$ cat src/rtl/wrr_burst_arbiter_if.sv
// Request/grant bundle between requesters and the weighted round-robin burst arbiter.
// The arbiter connects through the slave modport; the requester side uses master.
interface wrr_burst_arbiter_if #(
   parameter int N  = 4,
   parameter int QW = 4
) ();
   localparam int IW = $clog2(N);

   logic [N-1:0]    req;
   logic [N*QW-1:0] quota;
   logic            ready;
   logic [N-1:0]    gnt;
   logic            gnt_valid;
   logic [IW-1:0]   gnt_id;
   logic [QW-1:0]   credit;

   modport master (
      output req, quota, ready,
      input  gnt, gnt_valid, gnt_id, credit
   );

   modport slave (
      input  req, quota, ready,
      output gnt, gnt_valid, gnt_id, credit
   );
endinterface

$ cat src/rtl/wrr_burst_arbiter.sv
// N-way weighted round-robin arbiter: the winner holds a registered grant for up to
// max(quota,1) accepted beats, then priority rotates past it with no idle bubble.
module wrr_burst_arbiter #(
   parameter int N  = 4,
   parameter int QW = 4
) (
   input  logic               clk,
   input  logic               rst_n,
   wrr_burst_arbiter_if.slave bus
);
   localparam int IW = $clog2(N);

   typedef enum logic {S_IDLE, S_GRANT} state_t;

   state_t        r_state, w_nxt_state;
   logic [IW-1:0] r_ptr, w_nxt_ptr;
   logic [IW-1:0] r_gnt_id, w_nxt_id;
   logic [QW-1:0] r_credit, w_nxt_credit;
   logic [N-1:0]  r_gnt;
   logic [IW-1:0] w_arb_ptr, w_sel;
   logic [QW-1:0] w_sel_quota;
   logic          w_found, w_beat, w_release;

   function automatic logic [IW-1:0] f_inc(input logic [IW-1:0] i);
      return (i == IW'(N-1)) ? '0 : i + 1'b1;
   endfunction

   // Walk from the highest index down so the first set bit in search order wins.
   function automatic logic [IW:0] f_pick(input logic [N-1:0] r, input logic [IW-1:0] p);
      logic [IW:0] res;
      int          j;
      res = '0;
      for (int k = N-1; k >= 0; k--) begin
         j = int'(p) + k;
         if (j >= N) j = j - N;
         if (r[j]) res = {1'b1, IW'(j)};
      end
      return res;
   endfunction

   function automatic logic [QW-1:0] f_qmax(input logic [QW-1:0] q);
      return (q == '0) ? QW'(1) : q;
   endfunction

   // On release the search starts just past the current owner, otherwise at ptr.
   assign w_arb_ptr            = (r_state == S_GRANT) ? f_inc(r_gnt_id) : r_ptr;
   assign {w_found, w_sel}     = f_pick(bus.req, w_arb_ptr);
   assign w_sel_quota          = bus.quota[int'(w_sel)*QW +: QW];
   assign w_beat               = bus.req[r_gnt_id] & bus.ready;
   assign w_release            = ~bus.req[r_gnt_id] | (w_beat & (r_credit == QW'(1)));

   always_comb begin
      w_nxt_state  = r_state;
      w_nxt_ptr    = r_ptr;
      w_nxt_id     = r_gnt_id;
      w_nxt_credit = r_credit;
      case (r_state)
         S_IDLE: begin
            if (w_found) begin
               w_nxt_state  = S_GRANT;
               w_nxt_id     = w_sel;
               w_nxt_credit = f_qmax(w_sel_quota);
            end
         end
         S_GRANT: begin
            if (w_release) begin
               w_nxt_ptr = w_arb_ptr;
               if (w_found) begin
                  w_nxt_state  = S_GRANT;
                  w_nxt_id     = w_sel;
                  w_nxt_credit = f_qmax(w_sel_quota);
               end else begin
                  w_nxt_state  = S_IDLE;
                  w_nxt_id     = '0;
                  w_nxt_credit = '0;
               end
            end else if (w_beat) begin
               w_nxt_credit = r_credit - 1'b1;
            end
         end
         default: begin
            w_nxt_state  = S_IDLE;
            w_nxt_id     = '0;
            w_nxt_credit = '0;
         end
      endcase
   end

   always_ff @(posedge clk or negedge rst_n) begin
      if (!rst_n) begin
         r_state  <= S_IDLE;
         r_ptr    <= '0;
         r_gnt_id <= '0;
         r_credit <= '0;
         r_gnt    <= '0;
      end else begin
         r_state  <= w_nxt_state;
         r_ptr    <= w_nxt_ptr;
         r_gnt_id <= w_nxt_id;
         r_credit <= w_nxt_credit;
         r_gnt    <= (w_nxt_state == S_GRANT) ? (N'(1) << w_nxt_id) : '0;
      end
   end

   assign bus.gnt       = r_gnt;
   assign bus.gnt_valid = |r_gnt;
   assign bus.gnt_id    = r_gnt_id;
   assign bus.credit    = r_credit;
endmodule

$ cat src/flat_wrapper.sv
// flat-port wrapper written by rule: the top's interface ports become plain ports
module wrr_burst_arbiter_flat 
#(
   parameter int N  = 4,
   parameter int QW = 4
)
  (clk, rst_n, bus_req, bus_quota, bus_ready, bus_gnt, bus_gnt_valid, bus_gnt_id, bus_credit);
  wrr_burst_arbiter_if #(.N(N), .QW(QW)) bus_i ();
  input  logic clk;
  input  logic rst_n;
  input wire logic [$bits(bus_i.req)-1:0] bus_req;
  input wire logic [$bits(bus_i.quota)-1:0] bus_quota;
  input wire logic [$bits(bus_i.ready)-1:0] bus_ready;
  output wire logic [$bits(bus_i.gnt)-1:0] bus_gnt;
  output wire logic [$bits(bus_i.gnt_valid)-1:0] bus_gnt_valid;
  output wire logic [$bits(bus_i.gnt_id)-1:0] bus_gnt_id;
  output wire logic [$bits(bus_i.credit)-1:0] bus_credit;
  assign bus_i.req = bus_req;
  assign bus_i.quota = bus_quota;
  assign bus_i.ready = bus_ready;
  assign bus_gnt = bus_i.gnt;
  assign bus_gnt_valid = bus_i.gnt_valid;
  assign bus_gnt_id = bus_i.gnt_id;
  assign bus_credit = bus_i.credit;
  wrr_burst_arbiter #(.N(N), .QW(QW)) u_core (.clk(clk), .rst_n(rst_n), .bus(bus_i));
endmodule
$ cat config.mk
export PLATFORM = sky130hd
export DESIGN_NAME = wrr_burst_arbiter_flat
export DESIGN_NICKNAME = d
export VERILOG_FILES = /design/src/rtl/wrr_burst_arbiter_if.sv /design/src/rtl/wrr_burst_arbiter.sv /design/src/flat_wrapper.sv
export SDC_FILE = /design/constraint.sdc
export NUM_CORES = 1
export LEC_CHECK = 0
export CAP_MARGIN = 30
export CORE_ASPECT_RATIO = 1.1
export CORE_MARGIN = 1.5
export CORE_UTILIZATION = 41
export DETAILED_ROUTE_END_ITERATION = 6
export PLACE_DENSITY = 0.79
export SLEW_MARGIN = 20
export SYNTH_ARGS = -nofsm -noshare
export SYNTH_HDL_FRONTEND = slang
export SYNTH_SLANG_ARGS = --single-unit
$ cat constraint.sdc
create_clock -name clk -period 2.4 [get_ports clk]
set_input_delay 0.48 -clock clk [delete_from_list [all_inputs] [get_ports clk]]
set_output_delay 0.48 -clock clk [all_outputs]
set_load 0.005 [all_outputs]
* Word-level counts from Yosys, hierarchy flattened
Cells that the tools add are included.
** Storage, ports and cells
- Bits of input ports :: 23
- Flip-flop bits (word level) :: 13
** Cells by class
- Shifts and indexed selects :: 2
- Muxes and demuxes :: 38
- Reduce and logical (&&, ||, !) cells :: 4
- Order comparisons :: 9
- Bitwise operators :: 5
- Add/sub/neg operators :: 9
- Eq/ne operators :: 4
** Operators with widths (count)
- < comparator 32 x 4 -> 1 bit, second input constant :: 4
- 2-to-1 mux 32 bit :: 4
- greater-or-equal comparator 32 x 4 -> 1 bit, second input constant :: 3
- subtractor 32 x 4 -> 32 bit, second input constant :: 3
- 2-to-1 mux 4 bit :: 6
- variable part select 16 x 5 -> 4 bit :: 1
- 2-to-1 mux 3 bit :: 4
- 2-to-1 mux 1 bit :: 11
- binary-select mux 1 bit (select 2 bit) :: 5
- 2-to-1 mux 2 bit :: 5
- one-hot mux 4 bit (2 select lines) :: 1
- adder 2 x 2 -> 3 bit, second input constant :: 2
- equality test 4 x 1 -> 1 bit, second input constant :: 1
- logical NOT 4 bit :: 1
- one-hot mux 2 bit (2 select lines) :: 1
- AND reduction 2 bit :: 2
- OR reduction 4 bit :: 1
- left shift 1 x 2 -> 4 bit, first input constant :: 1
- subtractor 2 x 3 -> 4 bit, second input constant :: 1
- subtractor 4 x 1 -> 4 bit, second input constant :: 1
- adder 2 x 1 -> 3 bit, second input constant :: 1
- greater-or-equal comparator 2 x 3 -> 1 bit, second input constant :: 1
- < comparator 2 x 3 -> 1 bit, second input constant :: 1
- != test 3 bit, second input constant :: 1
- other kinds (7) :: 9

* Logic depth before layout (Yosys ltp)
- Word-level depth :: 19
- Depth in mapped cells :: 10
- Mapped depth without buffers :: 9

* Least setup slack after synthesis
OpenSTA, ideal clock, no wires.
- Path kind :: register to register
- Start :: reg u_core.r_gnt_id[0] (netlist: u_core.bus.gnt_id[0])
- End :: reg u_core.r_credit[0] (netlist: u_core.bus.credit[0])
- Path buffers :: 1
- Path slack :: 272 ps
- Stages on the path, launching flop included :: 9
- Data arrival time :: 2002 ps
- Cell sequence :: dfrtp_1 -> buf_4 -> xnor2_1 -> nand2_1 -> o21ai_2 -> a2111oi_4 -> mux2i_1 -> nor4b_2 -> o32a_1
** On the way
- Cells in the longest elaborated chain, start to end :: 19
- Elaborated cells on any way between the ends :: 51
- Those cells by class :: add/sub: 8; order compare: 4; eq/ne: 3; shift: 1; mux: 29; bitwise: 4; reduce/logical: 2
** RTL lines
- start: declaration :: line wrr_burst_arbiter.sv:17 : logic [IW-1:0] r_gnt_id, w_nxt_id;
- start signal: assignment :: line wrr_burst_arbiter.sv:99 : r_gnt_id <= w_nxt_id;
- adder 2 x 1 -> 2 bit or equality test 2 bit (tied branches) :: line wrr_burst_arbiter.sv:25 : return (i == IW'(N-1)) ? '0 : i + 1'b1;
- 2-to-1 mux 2 bit :: line wrr_burst_arbiter.sv:25
- 2-to-1 mux 2 bit :: line wrr_burst_arbiter.sv:46 : assign w_arb_ptr = (r_state == S_GRANT) ? f_inc(r_gnt_id) : r_ptr;
- adder 2 x 2 -> 3 bit :: line wrr_burst_arbiter.sv:34 : j = int'(p) + k;
- subtractor 32 x 4 -> 32 bit or greater-or-equal comparator 32 x 4 -> 1 bit (tied branches) :: line wrr_burst_arbiter.sv:35 : if (j >= N) j = j - N;
- 2-to-1 mux 32 bit :: line wrr_burst_arbiter.sv:35
- binary-select mux 1 bit (select 2 bit) :: line wrr_burst_arbiter.sv:36 : if (r[j]) res = {1'b1, IW'(j)};
- 2-to-1 mux 1 bit (not written as such) (2 in series) :: line wrr_burst_arbiter.sv:36
- 2-to-1 mux 3 bit (4 in series) :: line wrr_burst_arbiter.sv:36
- variable part select 16 x 5 -> 4 bit :: line wrr_burst_arbiter.sv:48 : assign w_sel_quota = bus.quota[int'(w_sel)*QW +: QW];
- logical NOT 4 bit :: line wrr_burst_arbiter.sv:42 : return (q == '0) ? QW'(1) : q;
- 2-to-1 mux 4 bit :: line wrr_burst_arbiter.sv:42
- 2-to-1 mux 4 bit :: line wrr_burst_arbiter.sv:68 : if (w_found) begin
- 2-to-1 mux 4 bit :: line wrr_burst_arbiter.sv:66 : if (w_release) begin
- one-hot mux 4 bit (2 select lines) :: line wrr_burst_arbiter.sv:57 : case (r_state)
- end signal: assignment :: line wrr_burst_arbiter.sv:100 : r_credit <= w_nxt_credit;
- end: declaration :: line wrr_burst_arbiter.sv:18 : logic [QW-1:0] r_credit, w_nxt_credit;
Parallel ways exist; a longest one is shown, timed or not. The select of a mux whose other input is x is not followed.
A chain may end at the register's enable or synchronous reset.

* Worst setup path after layout
- Start :: reg u_core.r_gnt_id[1] (netlist: u_core.bus.gnt_id[1])
- End :: reg u_core.r_credit[2] (netlist: u_core.bus.credit[2])
The elaborated chain is that of the path after synthesis.

==> flow_summary.ini <==
[status]
outcome = completed

[placement]
portBuffers = 33
place_inst = 189
place_congestion = 0.889
dp_hpwl_mm = 2.30

[critical_path]
slowest_delay_ns = 0.48
cp-start-kind = flop
worstPathArrival_ns = 2.52
crit_path_end_kind = flop
required_ns = 2.57
reg2reg_depth = 8
critPathMaxFanout = 7
rr_endpoint = u_core.bus.credit[2]$_DFFE_PN0P_
r2r-start = u_core.bus.gnt_id[1]$_DFF_PN0_
path_class = flop to flop
critPathBufInv = 1
crit_family = compound AO/OA/AOI/OAI gates
reg2reg_slack_ns = 0.06
path_cells = xnor2_2 -> a311oi_2 -> o311ai_4 -> mux2i_1 -> mux2i_4 -> buf_4 -> a32o_1 -> a22o_1
crit_slowest_cell = dfrtp_2

[routing]
via_count = 1130
first_iter_violations = 30
drc_errors = 0
via_per_inst = 5.51
firstDrtPassIters = 4
wire_per_inst_um = 17.2
routed_wl_mm = 3.52
drtAntennaViolNets = 0

[power_and_ir_drop]
p_switching_mw = 0.787
ir_drop_uv = 735
leakagePower_nw = 0.793
seq_power_share_pct = 22.6
swShare_pct = 40.1
p_int_mw = 1.17
power_frac_comb_pct = 70.4
p_clk_share_pct = 7.1
powerDensity_nw_per_um2 = 1120

[die]
ios = 34
die_x_um = 49.8
initial_core_util_pct = 43.8
rows = 18
core_area_um2 = 2250
fp.dieArea_um2 = 2710
die_y_um = 54.4

[timing]
period_share_pct = 97.5
fmax_mhz = 427
worst_pin_slew_ns = 0.585
clock_skew_ns = 0.00390
slew-limit-headroom_pct = 60.9
setup_violations = 0
layout_min_cycle_time_ns = 2.34
slew_viol_final = 0
hold_viol = 0

[cells_and_area]
area_growth_syn_to_layout_pct = 77.7
final_cells = 205
fill_cells = 152
layout-drive-gt1-share_pct = 36.0
fin_nets = 201
postLayoutCoreUtil_pct = 77.8
diodes = 0

[logic_synthesis]
synth_warnings = 0
yosysSeqAreaShare_pct = 33.0
synth-edff-count = 0
synth_seq_cells = 13
synth.distinct_cells = 39
synth_compound_area_share_pct = 21.8
synth.area.top_cells = dfrtp_1, mux2i_1, nor2_1
yosys.area_share.simple_pct = 19.8
synth_fa_ha_area_share_pct = 2.54
synth_top_family_by_area = compound AO/OA/AOI/OAI gates
synth_xor_area_share_pct = 0.888
ys.flop_type = dfrtp_1
ys_top_cells_by_count = dfrtp_1, mux2i_1, nor2_1
yosys.area.top_type = dfrtp_1
ys_async_sr_fraction_pct = 100
muxShareOfSynthArea_pct = 14.8
syn_area_um2 = 986
netlist_instances = 106
yosys.area.top_type_share_pct = 33.0
yosysMostFrequentCell = dfrtp_1
synthesis.nets = 131
syn_area_per_cell_um2 = 9.30

[global_route]
grt_max_degree = 14
antenna_found_initial = 0
overflow = 0
grt_pass1_vias = 1087
grt_first_pass_wirelength_mm = 5.02
track_usage_pct = 25.5

[clock_tree]
cts_buffers = 3
htree_levels = 1
clockBufferDepth = 2
ctsHoldBuffers = 0
clock_latency_ns = 0.29
cts-root-buf = clkbuf_4
clk_pin_slew_ns = 0.08
cts.sinks = 13
cts_tree = done

[min_path]
min_path_type = input port to async pin

[run]
drv_cap = 0
==> power groups by stage <==
stage / sequential (mW) / clock (mW) / combinational [mW]
3_3_place_gp: 0.428 / 0 / 1.06
4_1_cts: 0.434 / 0.142 / 1.24
5_1_grt: 0.454 / 0.149 / 1.47
3_5_place_dp: 0.433 / 0 / 1.10
2_1_floorplan: 0.416 / 0 / 0.619
6_report: 0.442 / 0.139 / 1.38
==> worst max path at each step <==
stage | endpoint | depth (start not counted) | startpoint
global placement | u_core.bus.credit[0]$_DFFE_PN0P_ | 8 | bus_req[3]
floorplan | u_core.bus.credit[0]$_DFFE_PN0P_ | 8 | u_core.bus.gnt_id[0]$_DFF_PN0_
CTS | u_core.bus.credit[2]$_DFFE_PN0P_ | 10 | bus_req[2]
detailed placement | u_core.bus.credit[0]$_DFFE_PN0P_ | 8 | bus_req[3]
finish | u_core.bus.credit[2]$_DFFE_PN0P_ | 8 | u_core.bus.gnt_id[1]$_DFF_PN0_
global route | u_core.bus.credit[2]$_DFFE_PN0P_ | 8 | u_core.bus.gnt_id[1]$_DFF_PN0_
==> layer usage <==
| layer | global-route usage, % | up-vias | share of wire, % |
|---|---|---|---|
| met5 | 0 | - | 0 |
| met3 | 2.46 | 12 | 3.4 |
| met2 | 47.1 | 39 | 54 |
| met4 | 15.3 | 0 | 3.0 |
| li1 | - | 534 | - |
| met1 | 29.1 | 545 | 39 |
==> timing repair <==
action	CTS	global route
endpoints found under the hold margin	0	0
endpoints found under the setup margin	10	7
pin swaps	3	2
resized for setup	12	17
buffers inserted	7	5
==> flip-flops by register name, indices dropped and copies added (netlist names) <==
register           count
u_core.r_state         1
u_core.bus.gnt_id      2
u_core.bus.credit      4
u_core.bus.gnt         4
u_core.r_ptr           2
==> area by class of cell <==
cell class                 instances  area (µm²)  share of cell area [%]
clock buffer                       3        22.5                    1.29
multi-input combinational         78         709                    40.5
tap                               30        37.5                    2.14
clock inverter                     1        5.00                   0.286
inverter                          11        41.3                    2.36
sequential                        13         329                    18.8
timing repair buffer              69         607                    34.6
==> worst register-to-register path, cell delays in order (launching register included) <==
cell	delay, ns
dfrtp_2	0.48
xnor2_2	0.18
a311oi_2	0.35
o311ai_4	0.24
mux2i_1	0.30
mux2i_4	0.12
buf_4	0.14
a32o_1	0.21
a22o_1	0.19
==> layout by cell type, fill, tap and decap left out, types with 3 or more instances in the layout <==
cell | synthesis | routed
a21oi_1 | 5 | 5
buf_4 | 1 | 34
clkbuf_4 | 0 | 3
clkdlybuf4s50_1 | 0 | 29
dfrtp_1 | 13 | 10
dfrtp_2 | 0 | 3
inv_1 | 11 | 10
mux2i_1 | 12 | 8
mux2i_4 | 0 | 3
nand2_1 | 5 | 5
nor2_1 | 12 | 11
nor3_1 | 6 | 6
o21ai_0 | 4 | 4
==> kinds of logic after synthesis <==
family,after synthesis
xor gates and xnor gates,1
DFF,13
AOI/OAI and AO/OA,26
adders and majority gates,2
and+or+nand+nor,36
buffers and inverters,15
muxes,13
==> through the flow <==
| step | hold WS [ns] | setup slack (ns) | instance area, µm² | TNS (ns) | total power, mW |
|---|---|---|---|---|---|
| after global placement | 0.549 | -0.469 | 1510 | -3.58 | 1.49 |
| after floorplan | 0.184 | 0.272 | 986 | 0 | 1.04 |
| final | 0.559 | 0.0589 | 1750 | 0 | 1.96 |
| after detailed placement | 0.551 | -0.652 | 1510 | -4.91 | 1.53 |
| after global routing | 0.596 | -0.0435 | 1750 | -0.0447 | 2.08 |
| after CTS | 0.569 | 0.00205 | 1650 | 0 | 1.81 |
Note: power is estimated with default switching activity, not from simulation.
